===== src/rtl/arp_cam_requester.sv =====
// rtl/arp_cam_requester.sv - host lookup/update front-end for the ARP CAM, two independent channel FSMs
// Optional: define ARP_CAM_REQUESTER_KEYCHK_EN to drop mismatched-key responses and add KeyErrCnt.
module arp_cam_requester #(
   parameter int TIMEOUT_CYCLES = 255
) (
   input  logic        Clk,
   input  logic        Rst,
   input  logic        InitDone,
   input  logic        HostLkpReqValid,
   output logic        HostLkpReqReady,
   input  logic [31:0] HostLkpReqKey,
   output logic        HostLkpRspValid,
   input  logic        HostLkpRspReady,
   output logic        HostLkpRspHit,
   output logic        HostLkpRspTmo,
   output logic [47:0] HostLkpRspMac,
   input  logic        HostUpdReqValid,
   output logic        HostUpdReqReady,
   input  logic        HostUpdOp,
   input  logic [31:0] HostUpdKey,
   input  logic        HostUpdStatic,
   input  logic [47:0] HostUpdValue,
   output logic        HostUpdDone,
   output logic        HostUpdErr,
   output logic        LookupReqValid,
   output logic [31:0] LookupReqKey,
   input  logic        LookupRespValid,
   input  logic        LookupRespHit,
   input  logic [31:0] LookupRespKey,
   input  logic [47:0] LookupRespValue,
   output logic        UpdateValid,
   output logic        UpdateOp,
   output logic [31:0] UpdateKey,
   output logic        UpdateStatic,
   output logic [47:0] UpdateValue,
   input  logic        UpdateAck,
`ifdef ARP_CAM_REQUESTER_KEYCHK_EN
   output logic [15:0] KeyErrCnt,
`endif
   output logic [15:0] HitCnt,
   output logic [15:0] MissCnt
);

   // Timer counts cycles already spent waiting; expiry is the last allowed cycle.
   localparam logic [7:0] TMO_LAST = 8'(TIMEOUT_CYCLES - 1);

   typedef enum logic [1:0] {L_IDLE, L_REQ, L_WAIT, L_RSP} lkpState_t;
   typedef enum logic [1:0] {U_IDLE, U_REQ, U_DONE} updState_t;

   lkpState_t   lkpState, lkpNext;
   updState_t   updState, updNext;
   logic [7:0]  lkpTimer, updTimer;
   logic [31:0] lkpKey;
   logic        rspHit, rspTmo;
   logic [47:0] rspMac;
   logic [15:0] hitCntQ, missCntQ;
   logic        updOpQ, updStaticQ, updErrQ;
   logic [31:0] updKeyQ;
   logic [47:0] updValueQ;
   logic        lkpAccept, updAccept, respTake, lkpExpire, updExpire;

   assign lkpAccept = (lkpState == L_IDLE) && InitDone && HostLkpReqValid;
   assign updAccept = (updState == U_IDLE) && InitDone && HostUpdReqValid;
   assign lkpExpire = (lkpState == L_WAIT) && (lkpTimer == TMO_LAST);
   assign updExpire = (updState == U_REQ) && (updTimer == TMO_LAST);

`ifdef ARP_CAM_REQUESTER_KEYCHK_EN
   logic        respKeyBad;
   logic [15:0] keyErrCntQ;
   assign respTake   = (lkpState == L_WAIT) && LookupRespValid && (LookupRespKey == lkpKey);
   assign respKeyBad = (lkpState == L_WAIT) && LookupRespValid && (LookupRespKey != lkpKey);
`else
   logic unusedRespKey;
   assign unusedRespKey = ^LookupRespKey;
   assign respTake      = (lkpState == L_WAIT) && LookupRespValid;
`endif

   always_ff @(posedge Clk) begin
      if (Rst) begin
         lkpState <= L_IDLE;
         updState <= U_IDLE;
      end else begin
         lkpState <= lkpNext;
         updState <= updNext;
      end
   end

   always_comb begin
      lkpNext = lkpState;
      case (lkpState)
         L_IDLE:  if (lkpAccept) lkpNext = L_REQ;
         L_REQ:   lkpNext = L_WAIT;
         L_WAIT:  if (respTake || lkpExpire) lkpNext = L_RSP;
         L_RSP:   if (HostLkpRspReady) lkpNext = L_IDLE;
         default: lkpNext = L_IDLE;
      endcase
      updNext = updState;
      case (updState)
         U_IDLE:  if (updAccept) updNext = U_REQ;
         U_REQ:   if (UpdateAck || updExpire) updNext = U_DONE;
         U_DONE:  updNext = U_IDLE;
         default: updNext = U_IDLE;
      endcase
   end

   // Every output is forced low while Rst is asserted, even before the state register clears.
   always_comb begin
      HostLkpReqReady = 1'b0;
      LookupReqValid  = 1'b0;
      LookupReqKey    = '0;
      HostLkpRspValid = 1'b0;
      HostLkpRspHit   = 1'b0;
      HostLkpRspTmo   = 1'b0;
      HostLkpRspMac   = '0;
      HostUpdReqReady = 1'b0;
      UpdateValid     = 1'b0;
      UpdateOp        = 1'b0;
      UpdateKey       = '0;
      UpdateStatic    = 1'b0;
      UpdateValue     = '0;
      HostUpdDone     = 1'b0;
      HostUpdErr      = 1'b0;
      HitCnt          = '0;
      MissCnt         = '0;
`ifdef ARP_CAM_REQUESTER_KEYCHK_EN
      KeyErrCnt       = '0;
`endif
      if (!Rst) begin
         HostLkpReqReady = (lkpState == L_IDLE) && InitDone;
         HostUpdReqReady = (updState == U_IDLE) && InitDone;
         if (lkpState == L_REQ) begin
            LookupReqValid = 1'b1;
            LookupReqKey   = lkpKey;
         end
         if (lkpState == L_RSP) begin
            HostLkpRspValid = 1'b1;
            HostLkpRspHit   = rspHit;
            HostLkpRspTmo   = rspTmo;
            HostLkpRspMac   = rspMac;
         end
         if (updState == U_REQ) begin
            UpdateValid  = 1'b1;
            UpdateOp     = updOpQ;
            UpdateKey    = updKeyQ;
            UpdateStatic = updStaticQ;
            UpdateValue  = updValueQ;
         end
         if (updState == U_DONE) begin
            HostUpdDone = 1'b1;
            HostUpdErr  = updErrQ;
         end
         HitCnt  = hitCntQ;
         MissCnt = missCntQ;
`ifdef ARP_CAM_REQUESTER_KEYCHK_EN
         KeyErrCnt = keyErrCntQ;
`endif
      end
   end

   always_ff @(posedge Clk) begin
      if (Rst) begin
         lkpTimer   <= '0;
         updTimer   <= '0;
         lkpKey     <= '0;
         rspHit     <= 1'b0;
         rspTmo     <= 1'b0;
         rspMac     <= '0;
         hitCntQ    <= '0;
         missCntQ   <= '0;
         updOpQ     <= 1'b0;
         updKeyQ    <= '0;
         updStaticQ <= 1'b0;
         updValueQ  <= '0;
         updErrQ    <= 1'b0;
`ifdef ARP_CAM_REQUESTER_KEYCHK_EN
         keyErrCntQ <= '0;
`endif
      end else begin
         if (lkpAccept) lkpKey <= HostLkpReqKey;
         if (lkpState == L_REQ) lkpTimer <= '0;
         else if (lkpState == L_WAIT && lkpTimer != 8'hFF) lkpTimer <= lkpTimer + 8'd1;

         // A response in the expiry cycle takes priority over the timeout.
         if (respTake) begin
            rspHit <= LookupRespHit;
            rspTmo <= 1'b0;
            rspMac <= LookupRespHit ? LookupRespValue : '0;
            if (LookupRespHit) begin
               if (hitCntQ != 16'hFFFF) hitCntQ <= hitCntQ + 16'd1;
            end else if (missCntQ != 16'hFFFF) begin
               missCntQ <= missCntQ + 16'd1;
            end
         end else if (lkpExpire) begin
            rspHit <= 1'b0;
            rspTmo <= 1'b1;
            rspMac <= '0;
            if (missCntQ != 16'hFFFF) missCntQ <= missCntQ + 16'd1;
         end
`ifdef ARP_CAM_REQUESTER_KEYCHK_EN
         if (respKeyBad && keyErrCntQ != 16'hFFFF) keyErrCntQ <= keyErrCntQ + 16'd1;
`endif

         if (updAccept) begin
            updOpQ     <= HostUpdOp;
            updKeyQ    <= HostUpdKey;
            updStaticQ <= HostUpdStatic;
            updValueQ  <= HostUpdValue;
            updTimer   <= '0;
         end else if (updState == U_REQ && updTimer != 8'hFF) begin
            updTimer <= updTimer + 8'd1;
         end
         if (updState == U_REQ) begin
            if (UpdateAck) updErrQ <= 1'b0;
            else if (updExpire) updErrQ <= 1'b1;
         end
      end
   end

endmodule

===== config.mk =====
export PLATFORM = sky130hd
export DESIGN_NAME = arp_cam_requester
export DESIGN_NICKNAME = d
export VERILOG_FILES = /design/src/rtl/arp_cam_requester.sv
export SDC_FILE = /design/constraint.sdc
export NUM_CORES = 1
export LEC_CHECK = 0
export ABC_CLOCK_PERIOD_IN_PS = 2400
export CAP_MARGIN = 20
export CORE_ASPECT_RATIO = 0.5
export CORE_MARGIN = 2
export CORE_UTILIZATION = 30
export DETAILED_ROUTE_END_ITERATION = 8
export GPL_TIMING_DRIVEN = 1
export PLACE_DENSITY_LB_ADDON = 0.12
export SYNTH_ARGS = -nofsm -noshare
export SYNTH_HDL_FRONTEND = slang
export SYNTH_SLANG_ARGS = --single-unit

===== constraint.sdc =====
create_clock -name Clk -period 2.4 [get_ports Clk]
set_input_delay 0.72 -clock Clk [delete_from_list [all_inputs] [get_ports Clk]]
set_output_delay 0.72 -clock Clk [all_outputs]
set_load 0.05 [all_outputs]

==> impl_metrics.yaml, run 1 <==
global_routing:
  grt_pass1_wl_mm: 50.49
  grt_pass1_vias: 9214
  grt.overflow.total: 0
  grt_use_total_pct: 19.32
  antenna_found_initial: 2
  grt_max_degree: 64
timing:
  maxSlewViolCount: 0
  fin_crit_sh_pct: 108.8
  grt_setup_unrepaired: "yes"
  finalClockSkew_ps: 12.11
  fin_crit_ps: 2610
  fin_ws_ps: -210.3
  hold_viol: 0
  max_clock_freq_ghz: 0.3831
  holdWs_ps: 453.7
  worst_pin_slew_ps: 727.5
  finalSetupViolCount: 165
  slew_headroom_pct: 51.50
die:
  die_x_um: 255.1
  ios: 406
  rows: 45
  core_mm2: 0.03069
  die_h_um: 129.6
  start_util_pct: 30.83
  dieArea_mm2: 0.03305
cells_and_area:
  syn2layout_area_growth_pct: 81.26
  drive_above_1_share_pct: 30.77
  mostFrequentLayoutCells: "nand2_1 (246), dfxtp_1 (213), clkdlybuf4s50_1 (168), and2_4 (148), buf_12 (138)"
  layout.nets: 1787
  layout_commonest_cell: "nand2_1"
  fin_cells: 2014
clocking:
  htree_levels: 1
  numCtsBuffers: 22
  cts.sinks: 217
  insertion_delay_ps: 520
  clk_pin_slew_ps: 60
  cts_tree: "built"
  root_buffer: "clkbuf_16"
  clock_path_buffers: 3
min_path:
  hold_path_class: "reg -> reg"
setup_path:
  path_class: "reg -> out"
  critical-path-top-delay-family: "buffers and inverters"
  crit_path_start_kind: "register"
  max_stage_delay_ps: 360
  path_buf_inv: 4
  crit_slowest_cell: "dfxtp_4"
  critPathMaxFanout: 8
  cp.required_ps: 1680
  end_kind: "output pin"
  crit_path_cell_trace: "inv_4 > ha_4 > nor2b_4 > clkbuf_16 > buf_8 > and2_4 > buf_12"
  cp.arrival_ps: 1890
pwr:
  p_int_mw: 7.027
  switchingPower_mw: 2.559
  power_density_mw_per_mm2: 559.1
  pwr-share-clk_pct: 39.8
  pwr-share-seq_pct: 40.9
  netSwitchingFraction_pct: 26.69
  ir_drop_v: 0.0004119
  p_comb_share_pct: 19.3
  p_leak_nw: 6.682
placed_design:
  port_buffers: 373
  dp_slack_ps: -203.1
  place_congestion: 0.8247
  place_hpwl_mm: 21.99
  dp_cells: 1935
run:
  max_cap_viol_count: 0
routing:
  wl_per_cell_um: 17.00
  dr.pass1.iters: 5
  wirelength_mm: 34.24
  drc: 0
  drt_iter0_markers: 463
  ant_nets: 0
  via_per_inst: 4.697
  via_count: 9459
logic_synthesis:
  synth_nets: 1403
  async_flop_share_pct: 0
  ys_types: 43
  ys.warnings.count: 0
  synth_cells: 1190
  ys_ff_latch: 217
  synth_area_mm2: 0.009459
  synth_area_per_cell_um2: 7.949
  ys_seq_area_share_pct: 45.93
  synth-edff-count: 0
  synthFlopType: "dfxtp_1"
status:
  status: "finished, violations left"
  violations: "setup timing"
## worst reg2reg max path: cells and delay by family (launching register included)
family          cells  cell delay [ps]
fa+ha+maj           1              550
xor+xnor            1              170
flops               1              360
buf+inv             2              310
simple gates        3              550
compound gates      1              130
## final timing paths
check | start | to | slack (ps) | cells after the start
max | lkpState[1] | LookupReqKey[12] | -210 | 7
min | updValueQ[8] | updValueQ[8] | 450 | 2
max reg2reg | lkpState[0] | hitCntQ[13] | 220 | 8
min reg2reg | updValueQ[8] | updValueQ[8] | 450 | 2
## what timing repair did
| action | in CTS | in global routing |
|---|---|---|
| hold buffers | 0 | 0 |
| gates resized for setup | 180 | 109 |
| cloned | 12 | 8 |
| setup endpoints to repair | 169 | 168 |
| pin swaps | 50 | 52 |
| setup buffers | 14 | 11 |
## logic make-up after synthesis
family | Yosys count | share of synthesized area [%]
buf+inv | 91 | 3.691
xor+xnor | 26 | 2.407
fa+ha+maj | 10 | 1.323
compound gates | 206 | 13.14
mux | 9 | 1.005
simple gates | 631 | 32.51
flops | 217 | 45.93
## sequential cells by signal, indices dropped and copies added (netlist names)
signal and flops:
rspMac 48, updState 2, updKeyQ 32, lkpKey 32, rspHit 1, lkpState 2, updTimer 8, updValueQ 48
missCntQ 16, updOpQ 1, hitCntQ 16, updStaticQ 1, rspTmo 1, updErrQ 1, lkpTimer 8
## metrics by stage
stage | instance area [um2] | TNS, ps | util [%] | power [mW]
2_1_floorplan | 9625 | -3298 | - | 4.750
3_3_place_gp | 14970 | -1502 | 48.78 | 5.453
3_5_place_dp | 14970 | -2107 | 48.78 | 5.500
4_1_cts | 16700 | -30950 | 54.42 | 9.505
5_1_grt | 17150 | -35190 | 55.87 | 10.02
6_report | 17150 | -20990 | 55.87 | 9.586
## area by class of cell
type / count / area, um2
Fill cell: 2698 / 13540
Clock inverter: 10 / 156.4
Antenna cell: 2 / 5.005
Timing Repair Buffer: 444 / 6180
Tap cell: 423 / 529.3
Inverter: 7 / 28.78
Clock buffer: 29 / 638.1
Multi-Input combinational cell: 882 / 5249
Sequential cell: 217 / 4359
## power groups by stage
stage	Combinational [mW]	Clock, mW	Sequential [mW]
floorplan	0.802	0	3.95
global placement	1.49	0	3.96
detailed placement	1.53	0	3.98
CTS	1.66	3.94	3.91
global route	1.99	4.08	3.95
finish	1.85	3.82	3.92
## Yosys cell counts (9+ instances only)
cell	number	share of area (%)
a21oi_1	123	6.5
nand4_1	9	0.60
nor2b_1	35	2.3
xor2_1	22	2.0
buf_1	11	0.44
clkbuf_1	72	2.9
nor3_1	11	0.58
nor2_1	102	4.0
a22oi_1	48	3.8
and2_1	168	11
and3_1	13	0.86
nand3_1	21	1.1
ha_1	10	1.3
nand2_1	246	9.8
dfxtp_1	217	46
o21ai_0	12	0.63
## layer usage
layer	GRT usage (%)	vias up	share of wire, %
met4	6.295	0	2.9
met2	35.09	215	52
met1	23.15	4491	41
met3	3.576	58	4.0
met5	0	-	0
li1	-	4695	-
(Power assumes the default switching activity.)
==> run 2: changes to the inputs <==
- HOLD_SLACK_MARGIN: default -> 0.06
==> results of run 2 <==
Same layout as run 1: the final DEF is identical, and so are final timing and power.
==> run 3: changes to the inputs <==
- CORE_MARGIN: 2 -> default
==> run 3 against run 2 <==
The flow still finishes with violations (setup timing). Core utilization shrank 0.53 points. Non-clock buffer count shrank 2. Sequential cell count is the same. Worst setup slack gained 48 ps. First-iteration DRC count shrank 8.0%. Largest power group unchanged. Via count shrank 0.51%. Register-to-register slack gained 150 ps. Worst hold slack lost 1.3 ps.
==> impl_metrics.yaml, run 3 (synthesis gave the netlist of run 1 again) <==
clocking:
  cts.sinks: 217
  holdBufCountCts: 0
  clk_pin_slew_ps: 60
  insertion_delay_ps: 510
  root_buffer: "clkbuf_16"
  clock_path_buffers: 3
  cts_tree: "built"
  numCtsBuffers: 22
  htree_levels: 1
die:
  die_h_um: 127.6
  start_util_pct: 30.83
  core_mm2: 0.03069
  rows: 45
  dieArea_mm2: 0.03229
  ios: 406
  die_x_um: 253.1
placed_design:
  dp_cells: 1936
  port_buffers: 373
  place_congestion: 0.8260
  place_hpwl_mm: 21.12
pwr:
  ir_drop_v: 0.0004430
  p_leak_nw: 6.648
  p_comb_share_pct: 19.7
  p_int_mw: 6.959
  power_density_mw_per_mm2: 559.4
  switchingPower_mw: 2.541
  netSwitchingFraction_pct: 26.75
  pwr-share-clk_pct: 38.9
  pwr-share-seq_pct: 41.4
setup_path:
  max_stage_delay_ps: 340
  crit_path_start_kind: "register"
  cp.required_ps: 1680
  cp.arrival_ps: 1840
  crit_path_cell_trace: "nand2b_4 > nor2_4 > buf_8 > buf_12 > clkbuf_16 > and2_4 > buf_12"
  cpMostUsedCell: "buf_12"
  path_class: "reg -> out"
  crit_slowest_cell: "dfxtp_4"
  end_kind: "output pin"
  critical-path-top-delay-family: "buffers and inverters"
  path_buf_inv: 4
  critPathMaxFanout: 5
timing:
  maxSlewViolCount: 0
  fin_crit_sh_pct: 106.8
  fin_crit_ps: 2563
  finalClockSkew_ps: 9.613
  setup_tns_ps: -15950
  slew_headroom_pct: 54.62
  fin_ws_ps: -162.6
  hold_viol: 0
  max_clock_freq_ghz: 0.3902
  holdWs_ps: 452.4
  finalSetupViolCount: 156
  worst_pin_slew_ps: 680.7
  grt_setup_unrepaired: "yes"
cells_and_area:
  drive_above_1_share_pct: 31.55
  layout.nets: 1785
  mostFrequentLayoutCells: "nand2_1 (246), dfxtp_1 (213), clkdlybuf4s50_1 (168), and2_4 (161), a21oi_1 (123)"
  layout_commonest_cell: "nand2_1"
  largestRegisters: "rspMac x48, updValueQ x48"
  fin_cells: 2012
  syn2layout_area_growth_pct: 79.55
routing:
  via_per_inst: 4.677
  ant_nets: 0
  dr.pass1.iters: 4
  drt_iter0_markers: 426
  wirelength_mm: 32.90
  wl_per_cell_um: 16.35
  via_count: 9411
  drc: 0
run:
  max_cap_viol_count: 0
min_path:
  hold_path_class: "reg -> reg"
global_routing:
  grt_pass1_vias: 9109
  grt.overflow.total: 0
  grt_pass1_wl_mm: 50.12
  antenna_found_initial: 1
  grt_use_total_pct: 19.47
  grt_max_degree: 61
status:
  violations: "setup timing"
  status: "finished, violations left"
==> run 3: tightest hold or removal path: stages (launching register included) <==
cell and delay, ps:
dfxtp_1 300, nand2_1 50, a21oi_1 50
==> run 3: path summary, 6_finish.rpt <==
path / start / to / slack, ps / cells past startpoint
worst max register to register: missCntQ[4] / missCntQ[1] / 370 / 7
worst min-delay path: updValueQ[47] / updValueQ[47] / 450 / 2
worst min register to register: updValueQ[47] / updValueQ[47] / 450 / 2
worst max-delay path: updState[1] / UpdateKey[9] / -160 / 7
==> run 3: layer usage <==
| metal | vias to the layer above | routed length [um] | global-route usage [%] |
|---|---|---|---|
| met1 | 4490 | 13840 | 24.09 |
| met4 | 0 | 465 | 3.993 |
| met2 | 204 | 17120 | 35.36 |
| met5 | - | 0 | 0 |
| li1 | 4685 | - | - |
| met3 | 32 | 1477 | 3.464 |
==> run 3: power groups by stage <==
stage | registers (mW) | logic (mW) | clock network (mW)
after floorplan | 3.95 | 0.802 | 0
after CTS | 3.92 | 1.82 | 3.81
after global routing | 3.95 | 2.03 | 3.96
final | 3.93 | 1.87 | 3.69
after detailed placement | 3.97 | 1.47 | 0
after global placement | 3.96 | 1.44 | 0
==> run 3: what timing repair did <==
item	in CTS	in global routing
setup endpoints to repair	168	168
buffers inserted	19	5
gates resized for setup	303	92
hold endpoints to repair	0	0
pin swaps	57	54
gates cloned	15	4
==> run 3: final cells by class <==
cell class | count | area (um2)
Multi-Input combinational cell | 882 | 5294
Tap cell | 423 | 529.3
Fill cell | 2712 | 13700
Clock inverter | 6 | 80.08
Antenna cell | 1 | 2.502
Sequential cell | 217 | 4359
Clock buffer | 34 | 696.9
Timing Repair Buffer | 442 | 5993
Inverter | 7 | 28.78
==> run 3: stage by stage <==
| stage | area, um2 | utilization [%] | setup slack (ps) | total power [mW] |
|---|---|---|---|---|
| after floorplan | 9625 | - | -131.2 | 4.750 |
| after global placement | 14490 | 47.22 | -174.1 | 5.403 |
| after detailed placement | 14490 | 47.22 | -166.6 | 5.444 |
| after CTS | 16760 | 54.63 | -208.5 | 9.550 |
| after global routing | 16980 | 55.35 | -229.3 | 9.944 |
| final | 16980 | 55.35 | -162.6 | 9.501 |
